==> src/rtl/camera_capture_pkg.sv <==
// camera_capture_pkg: shared FSM state, pixel and FIFO entry types plus default frame geometry
package camera_capture_pkg;
  localparam int H_PIXELS_DEF = 640;
  localparam int V_LINES_DEF = 480;
  typedef enum logic [1:0] {IDLE, WAIT_FRAME, CAPTURE, FLUSH} state_e;
  typedef logic [15:0] rgb565_t;
  typedef struct packed {
    logic    sof;
    logic    eol;
    rgb565_t pix;
  } fifo_entry_t;
endpackage

==> src/rtl/sync_fifo_fwft.sv <==
// sync_fifo_fwft: first-word-fall-through FIFO; push_i/data_i write, data_o shows head, pop_i consumes, empty_o/full_o status
module sync_fifo_fwft #(
  parameter int WIDTH = 18,
  parameter int DEPTH = 4
) (
  input  logic             clk_i,
  input  logic             rst_ni,
  input  logic             push_i,
  input  logic [WIDTH-1:0] data_i,
  input  logic             pop_i,
  output logic [WIDTH-1:0] data_o,
  output logic             empty_o,
  output logic             full_o
);
  localparam int AW = $clog2(DEPTH);
  logic [WIDTH-1:0] mem_q [DEPTH];
  logic [AW:0] wr_q, rd_q;
  logic do_push, do_pop;
  assign empty_o = wr_q == rd_q;
  assign full_o = (wr_q[AW] != rd_q[AW]) && (wr_q[AW-1:0] == rd_q[AW-1:0]);
  assign do_pop = pop_i && !empty_o;
  // a pop frees the slot being written, so push wins even when full
  assign do_push = push_i && (!full_o || do_pop);
  assign data_o = mem_q[rd_q[AW-1:0]];
  always_ff @(posedge clk_i or negedge rst_ni) begin
    if (!rst_ni) begin
      wr_q <= '0;
      rd_q <= '0;
    end else begin
      if (do_push) wr_q <= wr_q + 1'b1;
      if (do_pop) rd_q <= rd_q + 1'b1;
    end
  end
  always_ff @(posedge clk_i) begin
    if (do_push) mem_q[wr_q[AW-1:0]] <= data_i;
  end
endmodule

==> src/rtl/camera_capture.sv <==
// camera_capture: assembles RGB565 pixels from camera bytes into a FWFT FIFO with Sof/Eol tags
//   camera side: piul1CamVsync/Href/Strobe, piulCamData; stream side: poul1FrmValid/Sof/Eol,
//   poulFrmPixel, piul1FrmReady; sticky status: poul1Overflow, poul1SizeError
module camera_capture
  import camera_capture_pkg::*;
#(
  parameter int H_PIXELS = H_PIXELS_DEF,
  parameter int V_LINES = V_LINES_DEF,
  parameter int FIFO_DEPTH = 4
) (
  input  logic        piul1Clock,
  input  logic        piul1Reset_n,
  input  logic        piul1Enable,
  input  logic        piul1CamVsync,
  input  logic        piul1CamHref,
  input  logic        piul1CamStrobe,
  input  logic [7:0]  piulCamData,
  output logic        poul1FrmValid,
  input  logic        piul1FrmReady,
  output logic        poul1FrmSof,
  output logic        poul1FrmEol,
  output logic [15:0] poulFrmPixel,
  output logic        poul1Overflow,
  output logic        poul1SizeError
);
  localparam int CW = $clog2(H_PIXELS + 1);
  localparam int RW = $clog2(V_LINES + 1);
  state_e state_q, state_d;
  logic vsync_q, href_q, phase_q, phase_d, ovf_q, ovf_d, size_q, size_d;
  logic [7:0] hi_q, hi_d;
  logic [CW-1:0] col_q, col_d;
  logic [RW-1:0] row_q, row_d;
  logic vs_fall, vs_rise, href_fall, in_cap, start, byte_ok, in_range, push, pop, full, empty;
  fifo_entry_t wr_entry, rd_entry;
  assign vs_fall = vsync_q && !piul1CamVsync;
  assign vs_rise = !vsync_q && piul1CamVsync;
  assign href_fall = href_q && !piul1CamHref;
  always_ff @(posedge piul1Clock or negedge piul1Reset_n) begin
    if (!piul1Reset_n) state_q <= IDLE;
    else state_q <= state_d;
  end
  always_comb begin
    state_d = state_q;
    case (state_q)
      IDLE:       if (piul1Enable) state_d = WAIT_FRAME;
      WAIT_FRAME: if (vs_fall) state_d = CAPTURE;
      CAPTURE:    if (vs_rise) state_d = FLUSH;
      FLUSH:      if (empty) state_d = piul1Enable ? WAIT_FRAME : IDLE;
      default:    state_d = IDLE;
    endcase
  end
  always_comb begin
    in_cap = state_q == CAPTURE;
    start = (state_q == WAIT_FRAME) && vs_fall;
  end
  assign byte_ok = in_cap && piul1CamStrobe && piul1CamHref;
  assign in_range = (col_q < CW'(H_PIXELS)) && (row_q < RW'(V_LINES));
  assign push = byte_ok && phase_q && in_range;
  assign pop = !empty && piul1FrmReady;
  assign wr_entry = '{sof: (row_q == '0) && (col_q == '0), eol: col_q == CW'(H_PIXELS - 1),
                      pix: {hi_q, piulCamData}};
  always_comb begin
    phase_d = phase_q;
    hi_d = hi_q;
    col_d = col_q;
    row_d = row_q;
    ovf_d = ovf_q;
    size_d = size_q;
    if (start) begin
      phase_d = 1'b0;
      col_d = '0;
      row_d = '0;
      ovf_d = 1'b0;
      size_d = 1'b0;
    end else if (in_cap) begin
      if (byte_ok) begin
        phase_d = !phase_q;
        if (!phase_q) hi_d = piulCamData;
        else if (in_range) col_d = col_q + 1'b1;
        else size_d = 1'b1;
      end
      // rows only count lines that produced pixels; row saturates so overlong frames stay flagged via in_range
      if (href_fall) begin
        phase_d = 1'b0;
        col_d = '0;
        if (col_q != '0) begin
          row_d = (row_q == RW'(V_LINES)) ? row_q : row_q + 1'b1;
          if (col_q != CW'(H_PIXELS)) size_d = 1'b1;
        end
      end
      if (vs_rise) begin
        phase_d = 1'b0;
        if (row_q != RW'(V_LINES)) size_d = 1'b1;
      end
      if (push && full && !pop) ovf_d = 1'b1;
    end
  end
  always_ff @(posedge piul1Clock or negedge piul1Reset_n) begin
    if (!piul1Reset_n) begin
      vsync_q <= 1'b0;
      href_q <= 1'b0;
      phase_q <= 1'b0;
      hi_q <= '0;
      col_q <= '0;
      row_q <= '0;
      ovf_q <= 1'b0;
      size_q <= 1'b0;
    end else begin
      vsync_q <= piul1CamVsync;
      href_q <= piul1CamHref;
      phase_q <= phase_d;
      hi_q <= hi_d;
      col_q <= col_d;
      row_q <= row_d;
      ovf_q <= ovf_d;
      size_q <= size_d;
    end
  end
  sync_fifo_fwft #(.WIDTH($bits(fifo_entry_t)), .DEPTH(FIFO_DEPTH)) u_fifo (
    .clk_i(piul1Clock),
    .rst_ni(piul1Reset_n),
    .push_i(push),
    .data_i(wr_entry),
    .pop_i(pop),
    .data_o(rd_entry),
    .empty_o(empty),
    .full_o(full)
  );
  // head entry is gated so every stream output reads 0 whenever nothing is valid
  assign poul1FrmValid = !empty;
  assign poul1FrmSof = !empty && rd_entry.sof;
  assign poul1FrmEol = !empty && rd_entry.eol;
  assign poulFrmPixel = empty ? '0 : rd_entry.pix;
  assign poul1Overflow = ovf_q;
  assign poul1SizeError = size_q;
endmodule
==> config.mk <==
export PLATFORM = sky130hd
export DESIGN_NAME = camera_capture
export DESIGN_NICKNAME = d
export VERILOG_FILES = /design/src/rtl/camera_capture_pkg.sv /design/src/rtl/sync_fifo_fwft.sv /design/src/rtl/camera_capture.sv
export SDC_FILE = /design/constraint.sdc
export NUM_CORES = 1
export LEC_CHECK = 0
export ABC_AREA = 1
export BUFFER_PORTS_ARGS = -buffer_cell sky130_fd_sc_hd__buf_2
export CELL_PAD_IN_SITES_DETAIL_PLACEMENT = 1
export CELL_PAD_IN_SITES_GLOBAL_PLACEMENT = 1
export CORE_UTILIZATION = 48
export CTS_CLUSTER_SIZE = 14
export DETAILED_ROUTE_END_ITERATION = 8
export GPL_TIMING_DRIVEN = 0
export PLACE_DENSITY_LB_ADDON = 0.1
export SLEW_MARGIN = 10
export SYNTH_ARGS = -nofsm -noshare
export SYNTH_HDL_FRONTEND = slang
export SYNTH_SLANG_ARGS = --single-unit
==> constraint.sdc <==
create_clock -name piul1Clock -period 3.1 [get_ports piul1Clock]
set_input_delay 0.155 -clock piul1Clock [delete_from_list [all_inputs] [get_ports piul1Clock]]
set_output_delay 0.155 -clock piul1Clock [all_outputs]
set_load 0.02 [all_outputs]
==> results.tsv, run 1 <==
stage	metric	value	unit
run_status	outcome	finished clean	
critical_path	crit path capture type	register	
critical_path	Worst path most repeated cell	nor2_2	
cts	clk sinks	112	
critical_path	CP max stage cell	nor2_2	
timing	RSZ-0062 raised after global routing	no	
placed_design	Placer Congestion	0.787	
pwr	worst vdd ir	0.362	mV
die	Die Footprint	11300	sq um
placed_design	Port Buffer Count	35	
synth	sequential element share of the synthesized area	60.3	%
synth	synthesized area	5250	sq um
critical_path	R2R cell count	9	
timing	minimum clock period	2.68	ns
synth	post-synthesis register bit count	112	
critical_path	CP delay by family, top	simple AND/OR/NAND/NOR gates	
cts	clk slew on worst S/H paths	0.11	ns
critical_path	Max FO, Critical Path	10	
critical_path	worst r2r dst	u_fifo.mem_q[2][13]$_DFFE_PP_	
die	IO Pins	36	
pwr	pwr/cell area	897	nW/um^2
min_path	min-delay worst type	input port to register	
route	DR pass1 iterations	4	
timing	# setup viols final	0	
synth	YS warnings	0	
grt	antenna violations before repair	0	
cts	clock root buffer	clkbuf_8	
die	Die H	107	microns
timing	Max Clk Rate	373	MHz
cts	CTS buffer count	9	
critical_path	CP startpoint	state_q[0]$_DFFE_PN0P_	
final_layout	# nets final	592	
route	WL/cell	18.0	microns
route	# DRC	0	
critical_path	R2R Path Start	state_q[0]$_DFFE_PN0P_	
critical_path	worst path arrival time	2.77	ns
synth	Area contributors post-synth	edfxtp_1 41%, dfrtp_1 19%, nand2_1 6.3%	
synth	syn_area_per_cell	10.3	sq um
grt	vias in the first global route	3995	
synth	Yosys top cell area share	41.2	%
die	num rows	37	
timing	Tcrit/Tclk final	86.5	%
cts	Skew-Pair Late Insertion Delay	0.39	ns
final_layout	Layout fillers	1214	
critical_path	crit-path cells	inv_1, ha_1, nand3_2, nor2_4, nand3_4, nor2_2, inv_2, nor2_2, buf_8	
cts	hold buffers post-CTS	4	
timing	Final Hold Vio Count	0	
route	routed wire length	12.7	mm
pwr	Leak	0.00252	uW
timing	worst slew pin tran	1.00	ns
pwr	sw power	2230	uW
route	drt first-iter violations	159	
critical_path	max incr delay on CP	0.50	ns
placed_design	Placement Cell Area	5660	sq um
pwr	Internal Pwr Total	3080	uW
route	ANT nets after route	0	
final_layout	share of layout cells above drive strength 1	19.9	%
pwr	Switching Fraction	42.0	%
pwr	clock power share	17.9	%
placed_design	Placed Cells incl. Taps	685	
timing	Slew headroom	33.2	%
route	via count	3762	
placed_design	hpwl dp	8.95	mm
final_layout	Diodes inserted	0	
grt	largest net degree at the start of global routing	41	
min_path	hold endpoint	u_fifo.mem_q[0][5]$_DFFE_PP_	
critical_path	critical path required time	3.19	ns
cts	TritonCTS clock tree	built	
die	die width	107	microns
synth	count of cell types in the netlist	39	
synth	syn_nets	538	
route	number of vias per cell	5.34	
min_path	hold path depth	1	
job	max-cap violation count	0	
critical_path	startpoint types	register	
pwr	Logic pwr share	43.5	%
final_layout	Final Cell Area	5910	sq um
cts	clk buf depth	2	
critical_path	reg2reg setup slack	0.42	ns
timing	Slew Viols, Final	0	
timing	setup TNS	0	ns
die	Initial Util	50.1	%
grt	first-pass GRT wire length	20.6	mm
cts	H-tree lvl count	3	
synth	Yosys top cell by area	edfxtp_1	
synth	Cells after Synth	510	
critical_path	CP Class	register to register	
pwr	Flop pwr share	38.6	%
grt	Total GRT Usage	24.5	%
final_layout	post-route insts no fill	705	
cts	Resized Gates After CTS	0	
cts	postcts setup bufs	0	
timing	clock skew	0.0161	ns
die	Core ar.	10500	sq um
critical_path	Buf/Inv on CP	3	
final_layout	synth-to-layout area growth	12.7	%
min_path	hold_sp	piulCamData[5]	
grt	total congestion overflow	0	
[worst reg2reg max path: stages, from the launching register on]
cell,delay [ns]
dfrtp_1,0.46
inv_1,0.11
ha_1,0.27
nand3_2,0.15
nor2_4,0.15
nand3_4,0.13
nor2_2,0.26
inv_2,0.12
nor2_2,0.50
buf_8,0.24
[kinds of logic after synthesis]
kind of cell,Yosys count,share of synthesized area (%)
AND/OR/NAND/NOR,200,17.2
flip-flops,112,60.3
AO/OA/AOI/OAI,89,9.78
buffers and inverters,81,6.77
adder cells (fa/ha/maj),13,3.10
multiplexers,8,1.72
XOR/XNOR,7,1.17
[sequential cells by signal, summed over array words and instances, names as in the netlist, 2 cells and up]
signal / count
u_fifo.wr_q: 3
col_q: 10
state_q: 2
u_fifo.rd_q: 3
hi_q: 8
u_fifo.mem_q: 72
row_q: 9
[worst max path at each step]
stage                                         end  slack (ns)  cells after the start
CTS                 u_fifo.mem_q[2][13]$_DFFE_PP_        0.35                      9
finish              u_fifo.mem_q[2][13]$_DFFE_PP_        0.42                      9
detailed placement   u_fifo.mem_q[2][6]$_DFFE_PP_        0.38                      9
global placement    u_fifo.mem_q[0][11]$_DFFE_PP_       -0.33                      8
global route        u_fifo.mem_q[2][13]$_DFFE_PP_        0.23                      9
floorplan            u_fifo.mem_q[0][0]$_DFFE_PP_        0.58                      8
[synthesized netlist by cell type (all sizes together)]
| library cell | instances |
|---|---|
| nand2 | 97 |
| o22ai | 19 |
| o21ai | 55 |
| buf | 11 |
| nand4 | 6 |
| edfxtp | 72 |
| clkinv | 1 |
| inv | 62 |
| xor2 | 5 |
| a31oi | 1 |
| nand3 | 22 |
| xnor2 | 2 |
| ha | 13 |
| nor3 | 4 |
| a21oi | 11 |
| mux2 | 8 |
| a22oi | 1 |
| a311oi | 1 |
| dfrtp | 40 |
| nor2 | 71 |
| clkbuf | 7 |
| o21bai | 1 |
[metrics by stage]
| stage | hold WS [ns] | total power (uW) | util (%) | worst slack [ns] |
|---|---|---|---|---|
| final | 0.0171 | 5300 | 56.5 | 0.418 |
| after detailed placement | 0.305 | 4390 | 54.1 | 0.384 |
| after floorplan | -0.141 | 3620 | - | 0.583 |
| after global routing | 0.00472 | 5660 | 56.5 | 0.235 |
| after global placement | 0.306 | 4260 | 53.4 | -0.325 |
| after CTS | 0.00253 | 5340 | 56.5 | 0.347 |
[power groups by stage]
stage / Clock, uW / Combinational (uW) / Sequential, uW
detailed placement: 0 / 2320 / 2080
global placement: 0 / 2210 / 2060
finish: 950 / 2300 / 2050
global route: 1010 / 2560 / 2080
floorplan: 0 / 1590 / 2030
CTS: 960 / 2330 / 2050
[layout make-up]
cell class | count | area (sq um) | area share [%]
clock inverter | 6 | 83.8 | 1.42
timing repair buffer | 43 | 275 | 4.66
clock buffer | 10 | 128 | 2.16
multi-input combinational | 317 | 1740 | 29.4
tap | 136 | 170 | 2.88
inverter | 63 | 238 | 4.02
buffer | 18 | 118 | 1.99
sequential | 112 | 3160 | 53.5
[per-layer routing]
metal  share of wire (%)  track usage (%)
met1                  41             28.7
met2                  53             45.0
met3                 3.5             3.25
met4                 1.8             9.78
met5                   0                0
[cells in the final DEF (no fill, tap or decap), types with 10 or more instances in the layout]
cell,n
nand2_1,88
edfxtp_1,72
nor2_1,63
inv_1,56
o21ai_0,45
buf_2,40
dfrtp_1,40
o22ai_1,19
nand3_1,19
ha_1,13
a21oi_1,10
No activity file was read; power rests on OpenSTA's default activity.
==> run 2: changes to the inputs <==
Settings changed: SYNTH_HIERARCHICAL set to 1.
==> results.tsv, run 2 <==
stage	metric	value	unit	change
pwr	Flop pwr share	38.6	%	about the same
cts	clock root buffer	clkbuf_8		
placed_design	hpwl dp	8.67	mm	-3.1%
die	die width	107	microns	+0.52%
pwr	power consumption	5500	uW	+3.7%
critical_path	worst path arrival time	3.13	ns	+0.36 ns
final_layout	Final Cell Area	5970	sq um	+0.97%
pwr	Logic pwr share	44.6	%	+1.1 points
final_layout	post-route insts no fill	723		+2.6%
final_layout	Largest register FFs	72		unchanged
final_layout	Diodes inserted	0		unchanged
cts	clk sinks	112		unchanged
die	Die Footprint	11500	sq um	+1.0%
cts	Skew-Pair Late Insertion Delay	0.37	ns	-0.02 ns
timing	RSZ-0062 raised after global routing	yes		
cts	H-tree lvl count	3		unchanged
synth	most frequent cell after synthesis	nor2_1		
pwr	Leak	0.00257	uW	+2.0%
grt	largest net degree at the start of global routing	41		unchanged
route	DR pass1 iterations	4		unchanged
die	num rows	38		+2.7%
grt	total congestion overflow	0		unchanged
critical_path	crit path capture type	register		
critical_path	Max FO, Critical Path	10		unchanged
timing	minimum clock period	3.05	ns	+0.364 ns
synth	Area contributors post-synth	edfxtp_1 41%, dfrtp_1 19%, nor2_1 5.9%		
grt	Total GRT Usage	23.1	%	-1.3 points
synth	Primary FF master, synth	edfxtp_1		
timing	Final Hold Vio Count	0		unchanged
cts	postcts setup bufs	0		unchanged
run_status	outcome	finished clean		
min_path	min-delay worst type	input port to register		
pwr	worst vdd ir	0.375	mV	+3.8%
die	Die H	107	microns	+0.52%
synth	Cells after Synth	524		+2.7%
grt	antenna violations before repair	0		unchanged
min_path	hold_sp	piulCamData[1]		
grt	first-pass GRT wire length	19.9	mm	-3.3%
critical_path	startpoint types	register		
synth	count of cell types in the netlist	35		-10%
placed_design	Placement Cell Area	5720	sq um	+1.1%
timing	# setup viols final	0		unchanged
placed_design	Placed Cells incl. Taps	703		+2.6%
die	Core ar.	10800	sq um	+3.2%
route	WL/cell	16.9	microns	-6.0%
min_path	hold path depth	1		unchanged
timing	Max Clk Rate	328	MHz	-12%
route	# DRC	0		unchanged
synth	Post-synth ARST share	35.7	%	unchanged
pwr	pwr/cell area	921	nW/um^2	+2.7%
cts	clk slew on worst S/H paths	0.10	ns	about the same
timing	worst slew pin tran	0.984	ns	-0.0184 ns
route	ANT nets after route	0		unchanged
grt	vias in the first global route	3991		-0.10%
synth	YS warnings	6		+6
timing	clock skew	0.0185	ns	+0.00242 ns
timing	Tcrit/Tclk final	98.3	%	+12 points
synth	post-synthesis register bit count	112		unchanged
die	IO Pins	36		unchanged
min_path	hold endpoint	u_fifo/mem_q[2][1]$_DFFE_PP_		
final_layout	synth-to-layout area growth	12.6	%	about the same
final_layout	# nets final	606		+2.4%
critical_path	R2R cell count	14		+5
route	drt first-iter violations	159		unchanged
placed_design	Port Buffer Count	35		unchanged
route	via count	3778		+0.43%
job	max-cap violation count	0		unchanged
final_layout	share of layout cells above drive strength 1	18.2	%	-1.7 points
timing	Slew headroom	34.4	%	+1.2 points
critical_path	critical path required time	3.18	ns	about the same
route	number of vias per cell	5.23		-2.1%
cts	Resized Gates After CTS	0		unchanged
critical_path	R2R Path Start	u_fifo/rd_q[1]$_DFFE_PN0P_		
synth	Yosys top cell area share	40.8	%	-0.43 points
critical_path	CP Class	register to register		
pwr	Internal Pwr Total	3160	uW	+2.7%
die	Initial Util	49.1	%	-1.0 points
timing	Slew Viols, Final	0		unchanged
synth	synthesized area	5300	sq um	+1.0%
critical_path	reg2reg setup slack	0.05	ns	-0.36 ns
cts	TritonCTS clock tree	built		
timing	setup TNS	0	ns	unchanged
final_layout	Layout fillers	1216		+0.16%
pwr	sw power	2340	uW	+5.1%
synth	sequential element share of the synthesized area	59.7	%	-0.63 points
synth	syn_nets	552		+2.6%
final_layout	commonest non-fill, non-tap cell in the layout	nor2_1		
pwr	clock power share	16.8	%	-1.1 points
critical_path	worst r2r dst	u_fifo/mem_q[0][15]$_DFFE_PP_		
pwr	Switching Fraction	42.6	%	+0.58 points
synth	syn_area_per_cell	10.1	sq um	-1.7%
cts	CTS buffer count	9		unchanged
synth	Yosys top cell by area	edfxtp_1		
final_layout	commonest non-fill, non-tap cells in the layout	79 x nor2_1, 72 x edfxtp_1, 67 x nand2_1		
route	routed wire length	12.2	mm	-3.6%
synth	Post-synth top cells	83 x nor2_1, 72 x edfxtp_1, 67 x nand2_1		
cts	clk buf depth	2		unchanged
placed_design	Placer Congestion	0.777		-1.3%
final_layout	final core occ	55.3	%	-1.2 points
synth	number of flops mapped to enable cells by yosys	72		unchanged
-- run 2: metal layers --
metal  global-route usage (%)  vias to the layer above  wire length [microns]
met1                     27.6                     1858                   5240
met2                     42.1                       51                   6490
met4                     10.3                        0                    216
li1                         -                     1855                      -
met5                        0                        -                      0
met3                     2.31                       14                    267
-- run 2: per-stage QoR --
stage               hold slack (ns)  setup slack, ns
floorplan                    -0.141            0.283
global placement              0.310           -0.809
detailed placement            0.317           0.0463
CTS                        0.000863         0.000776
global route                 0.0133           -0.187
finish                       0.0211           0.0540
-- run 2: layout make-up --
class	instances	area, sq um	area share (%)
buffer	16	101	1.70
clock buffer	10	128	2.14
clock inverter	6	81.3	1.36
inverter	75	289	4.84
multi-input combinational	321	1760	29.4
sequential	112	3160	53.0
tap	140	175	2.93
timing repair buffer	43	275	4.61
-- run 2: what timing repair did --
item	4_1_cts	5_1_grt
endpoints found under the setup margin	0	54
hold buffers	4	0
hold endpoints to repair	46	0
-- run 2: worst max path at each step --
stage | depth (start not counted) | startpoint | slack (ns) | end
detailed placement | 14 | u_fifo/rd_q[1]$_DFFE_PN0P_ | 0.05 | u_fifo/mem_q[0][1]$_DFFE_PP_
global route | 14 | u_fifo/rd_q[1]$_DFFE_PN0P_ | -0.19 | u_fifo/mem_q[0][1]$_DFFE_PP_
floorplan | 14 | u_fifo/wr_q[2]$_DFFE_PN0P_ | 0.28 | u_fifo/mem_q[0][0]$_DFFE_PP_
CTS | 14 | u_fifo/rd_q[1]$_DFFE_PN0P_ | 0.0008 | u_fifo/mem_q[0][10]$_DFFE_PP_
global placement | 13 | u_fifo/rd_q[1]$_DFFE_PN0P_ | -0.81 | u_fifo/mem_q[3][6]$_DFFE_PP_
finish | 14 | u_fifo/rd_q[1]$_DFFE_PN0P_ | 0.05 | u_fifo/mem_q[0][15]$_DFFE_PP_
-- run 2: power groups by stage --
stage               clock (uW)  combinational [uW]  sequential, uW
floorplan                    0                1710            2100
global placement             0                2380            2140
detailed placement           0                2480            2160
CTS                        945                2490            2130
global route               983                2730            2160
finish                     925                2450            2120
-- run 2: kinds of logic after synthesis --
| family | count (synthesis) | synth area share (%) |
|---|---|---|
| AOI/OAI and AO/OA | 87 | 8.97 |
| muxes | 8 | 1.70 |
| buffers and inverters | 91 | 7.37 |
| xor gates and xnor gates | 7 | 1.30 |
| DFF | 112 | 59.7 |
| and+or+nand+nor | 206 | 17.9 |
| adders and majority gates | 13 | 3.07 |
-- run 2: critical path: stages, from the launching register on --
cell and delay [ns]:
dfrtp_1 0.45, inv_2 0.14, nand2_1 0.08, nand2_1 0.13
nand3_2 0.16, inv_1 0.05, buf_2 0.21, inv_1 0.18
nand2_1 0.09, inv_1 0.15, inv_1 0.10, nand4_4 0.13
nand2_4 0.10, nor2_2 0.53, buf_8 0.23
==> run 3: changes to the inputs <==
Settings changed: ABC_AREA 1 to not set, CORE_UTILIZATION 48 to 50.
==> results.tsv, run 3 <==
stage	metric	value	unit	change
critical_path	worst path arrival time	2.81	ns	-0.32 ns
placed_design	Port Buffer Count	35		unchanged
route	via count	3154		-17%
die	Die Footprint	10600	sq um	-7.2%
final_layout	Largest register FFs	72		unchanged
grt	first-pass GRT wire length	17.0	mm	-15%
critical_path	crit path capture type	register		
cts	clk buf depth	2		unchanged
grt	antenna violations before repair	0		unchanged
cts	H-tree lvl count	3		unchanged
final_layout	# nets final	436		-28%
grt	Total GRT Usage	21.9	%	-1.2 points
placed_design	Placed Cells incl. Taps	526		-25%
final_layout	Diodes inserted	0		unchanged
critical_path	CP delay by family, top	buffers and inverters		
die	Initial Util	51.9	%	+2.8 points
cts	TritonCTS clock tree	built		
synth	Area contributors post-synth	edfxtp_1 42%, dfrtp_1 20%, mux4_2 7.9%		
synth	number of flops mapped to enable cells by yosys	72		unchanged
min_path	hold endpoint	u_fifo/mem_q[1][7]$_DFFE_PP_		
die	IO Pins	36		unchanged
die	num rows	36		-5.3%
cts	CTS buffer count	9		unchanged
cts	clk slew on worst S/H paths	0.10	ns	about the same
route	DR pass1 iterations	4		unchanged
grt	vias in the first global route	3268		-18%
synth	post-synthesis register bit count	112		unchanged
route	WL/cell	19.3	microns	+14%
critical_path	Max FO, Critical Path	18		+8
cts	postcts setup bufs	0		unchanged
timing	clock skew	0.0115	ns	-0.00698 ns
critical_path	Buf/Inv on CP	5		-2
route	routed wire length	10.6	mm	-14%
synth	syn_nets	386		-30%
timing	setup TNS	0	ns	unchanged
synth	Yosys top cell by area	edfxtp_1		
grt	total congestion overflow	0		unchanged
synth	Post-synth ARST share	35.7	%	unchanged
synth	Post-synth top cells	72 x edfxtp_1, 40 x dfrtp_1, 23 x nor2b_1		
route	drt first-iter violations	183		+15%
route	ANT nets after route	0		unchanged
timing	worst slew pin tran	0.976	ns	-0.00726 ns
critical_path	R2R Path Start	state_q[0]$_DFFE_PN0P_		
synth	count of cell types in the netlist	57		+63%
critical_path	R2R cell count	10		-4
timing	Slew headroom	34.9	%	+0.48 points
min_path	hold path depth	1		unchanged
route	number of vias per cell	5.78		+11%
placed_design	hpwl dp	7.26	mm	-16%
critical_path	reg2reg setup slack	0.30	ns	+0.25 ns
die	die width	103	microns	-3.6%
final_layout	post-route insts no fill	546		-24%
cts	Skew-Pair Late Insertion Delay	0.37	ns	about the same
final_layout	Final Cell Area	5700	sq um	-4.5%
route	# DRC	0		unchanged
timing	Tcrit/Tclk final	90.2	%	-8.1 points
die	Die H	103	microns	-3.6%
cts	clk sinks	112		unchanged
timing	Slew Viols, Final	0		unchanged
min_path	min-delay worst type	input port to register		
synth	most frequent cell after synthesis	edfxtp_1		
critical_path	startpoint types	register		
final_layout	final core occ	57.8	%	+2.5 points
synth	synthesized area	5120	sq um	-3.4%
final_layout	share of layout cells above drive strength 1	23.5	%	+5.3 points
pwr	pwr/cell area	855	nW/um^2	-7.1%
grt	largest net degree at the start of global routing	41		unchanged
critical_path	critical path required time	3.11	ns	-0.07 ns
timing	Max Clk Rate	358	MHz	+9.0%
placed_design	Placement Cell Area	5460	sq um	-4.5%
pwr	worst vdd ir	0.385	mV	+2.5%
min_path	hold_sp	piulCamData[7]		
run_status	outcome	finished clean		
timing	minimum clock period	2.80	ns	-0.250 ns
synth	YS warnings	6		unchanged
critical_path	crit-path cells	inv_1, ha_1, buf_4, and4_1, nand3_1, inv_1, buf_4, and2_1, o41ai_1, inv_2		
final_layout	commonest non-fill, non-tap cell in the layout	edfxtp_1		
synth	syn_area_per_cell	14.3	sq um	+41%
synth	Yosys top cell area share	42.2	%	+1.4 points
critical_path	CP max stage cell	dfrtp_1		
synth	Cells after Synth	358		-32%
timing	# setup viols final	0		unchanged
cts	clock root buffer	clkbuf_8		
final_layout	synth-to-layout area growth	11.4	%	
placed_design	Placer Congestion	0.856		+10%
die	Core ar.	9860	sq um	-8.6%
job	max-cap violation count	0		unchanged
synth	sequential element share of the synthesized area	61.8	%	+2.1 points
final_layout	commonest non-fill, non-tap cells in the layout	72 x edfxtp_1, 40 x buf_2, 40 x dfrtp_1		
timing	RSZ-0062 raised after global routing	no		
critical_path	CP Class	register to register		
critical_path	max incr delay on CP	0.44	ns	-0.09 ns
pwr	Leak	0.00221	uW	-14%
critical_path	worst r2r dst	u_fifo/mem_q[3][3]$_DFFE_PP_		
synth	Primary FF master, synth	edfxtp_1		
timing	Final Hold Vio Count	0		unchanged
## run 3: cell types whose count changed after synthesis, sizes merged, moves of 6 or more
cell    delta
nand2     -60
o22ai     -17
mux2i      +7
nor2      -75
nor2b     +23
and3       +7
nor4       +6
nand2b     +6
nand3     -22
inv       -62
o21ai     -44
mux4      +18
## run 3: per-layer routing
layer	routed length, microns	global-route usage (%)	vias up
met5	0	0	-
li1	-	-	1466
met1	4750	28.2	1627
met4	152	9.21	0
met2	5440	37.9	50
met3	216	2.62	11
## run 3: stage by stage
stage / hold WS [ns] / worst slack (ns) / power [uW]
finish: 0.0163 / 0.304 / 4880
global route: 0.0167 / 0.0975 / 5210
CTS: 0.0101 / 0.0286 / 4940
detailed placement: 0.326 / 0.0453 / 4070
global placement: 0.319 / 0.115 / 3980
floorplan: -0.141 / 0.645 / 3450
## run 3: cell families (layout without fill, tap and decap cells)
| logic type | Yosys count | count (layout) | share of synthesized area [%] |
|---|---|---|---|
| compound gates | 51 | 51 | 6.94 |
| mux | 36 | 36 | 11.7 |
| simple gates | 110 | 110 | 12.4 |
| flops | 112 | 112 | 61.8 |
| fa+ha+maj | 13 | 13 | 3.18 |
| buf+inv | 29 | 84 | 2.76 |
| xor+xnor | 7 | 7 | 1.20 |
## run 3: power breakdown
part           internal (uW)  leakage, uW  switching, uW  total (uW)
Sequential              1830      0.00118            177        2010
Clock                    395     0.000101            469         864
Combinational            814     0.000929           1190        2010
Total                   3040      0.00221           1840        4880
## run 3: area by class of cell
class	instances	area, sq um
fill	978	4160
sequential	112	3160
multi-input combinational	217	1820
timing repair buffer	39	215
tap	133	166
clock buffer	11	141
buffer	16	93.8
clock inverter	5	56.3
inverter	13	48.8
## run 3: timing repair
action                     in CTS  in global routing
setup endpoints to repair       0                 82
resized for setup               0                  6
hold buffers                    4                  0
hold endpoints to repair       46                  0
## run 3: how the worst max path moves through the flow
stage | from | endpoint | slack, ns | cells after the start
6_report | state_q[0]$_DFFE_PN0P_ | u_fifo/mem_q[3][3]$_DFFE_PP_ | 0.30 | 10
5_1_grt | state_q[0]$_DFFE_PN0P_ | u_fifo/mem_q[3][0]$_DFFE_PP_ | 0.1 | 10
4_1_cts | state_q[0]$_DFFE_PN0P_ | u_fifo/mem_q[3][0]$_DFFE_PP_ | 0.03 | 10
3_5_place_dp | u_fifo/rd_q[0]$_DFFE_PN0P_ | u_fifo/mem_q[0][5]$_DFFE_PP_ | 0.05 | 6
3_3_place_gp | state_q[0]$_DFFE_PN0P_ | u_fifo/mem_q[3][3]$_DFFE_PP_ | 0.12 | 10
2_1_floorplan | u_fifo/wr_q[1]$_DFFE_PN0P_ | u_fifo/mem_q[0][0]$_DFFE_PP_ | 0.65 | 7
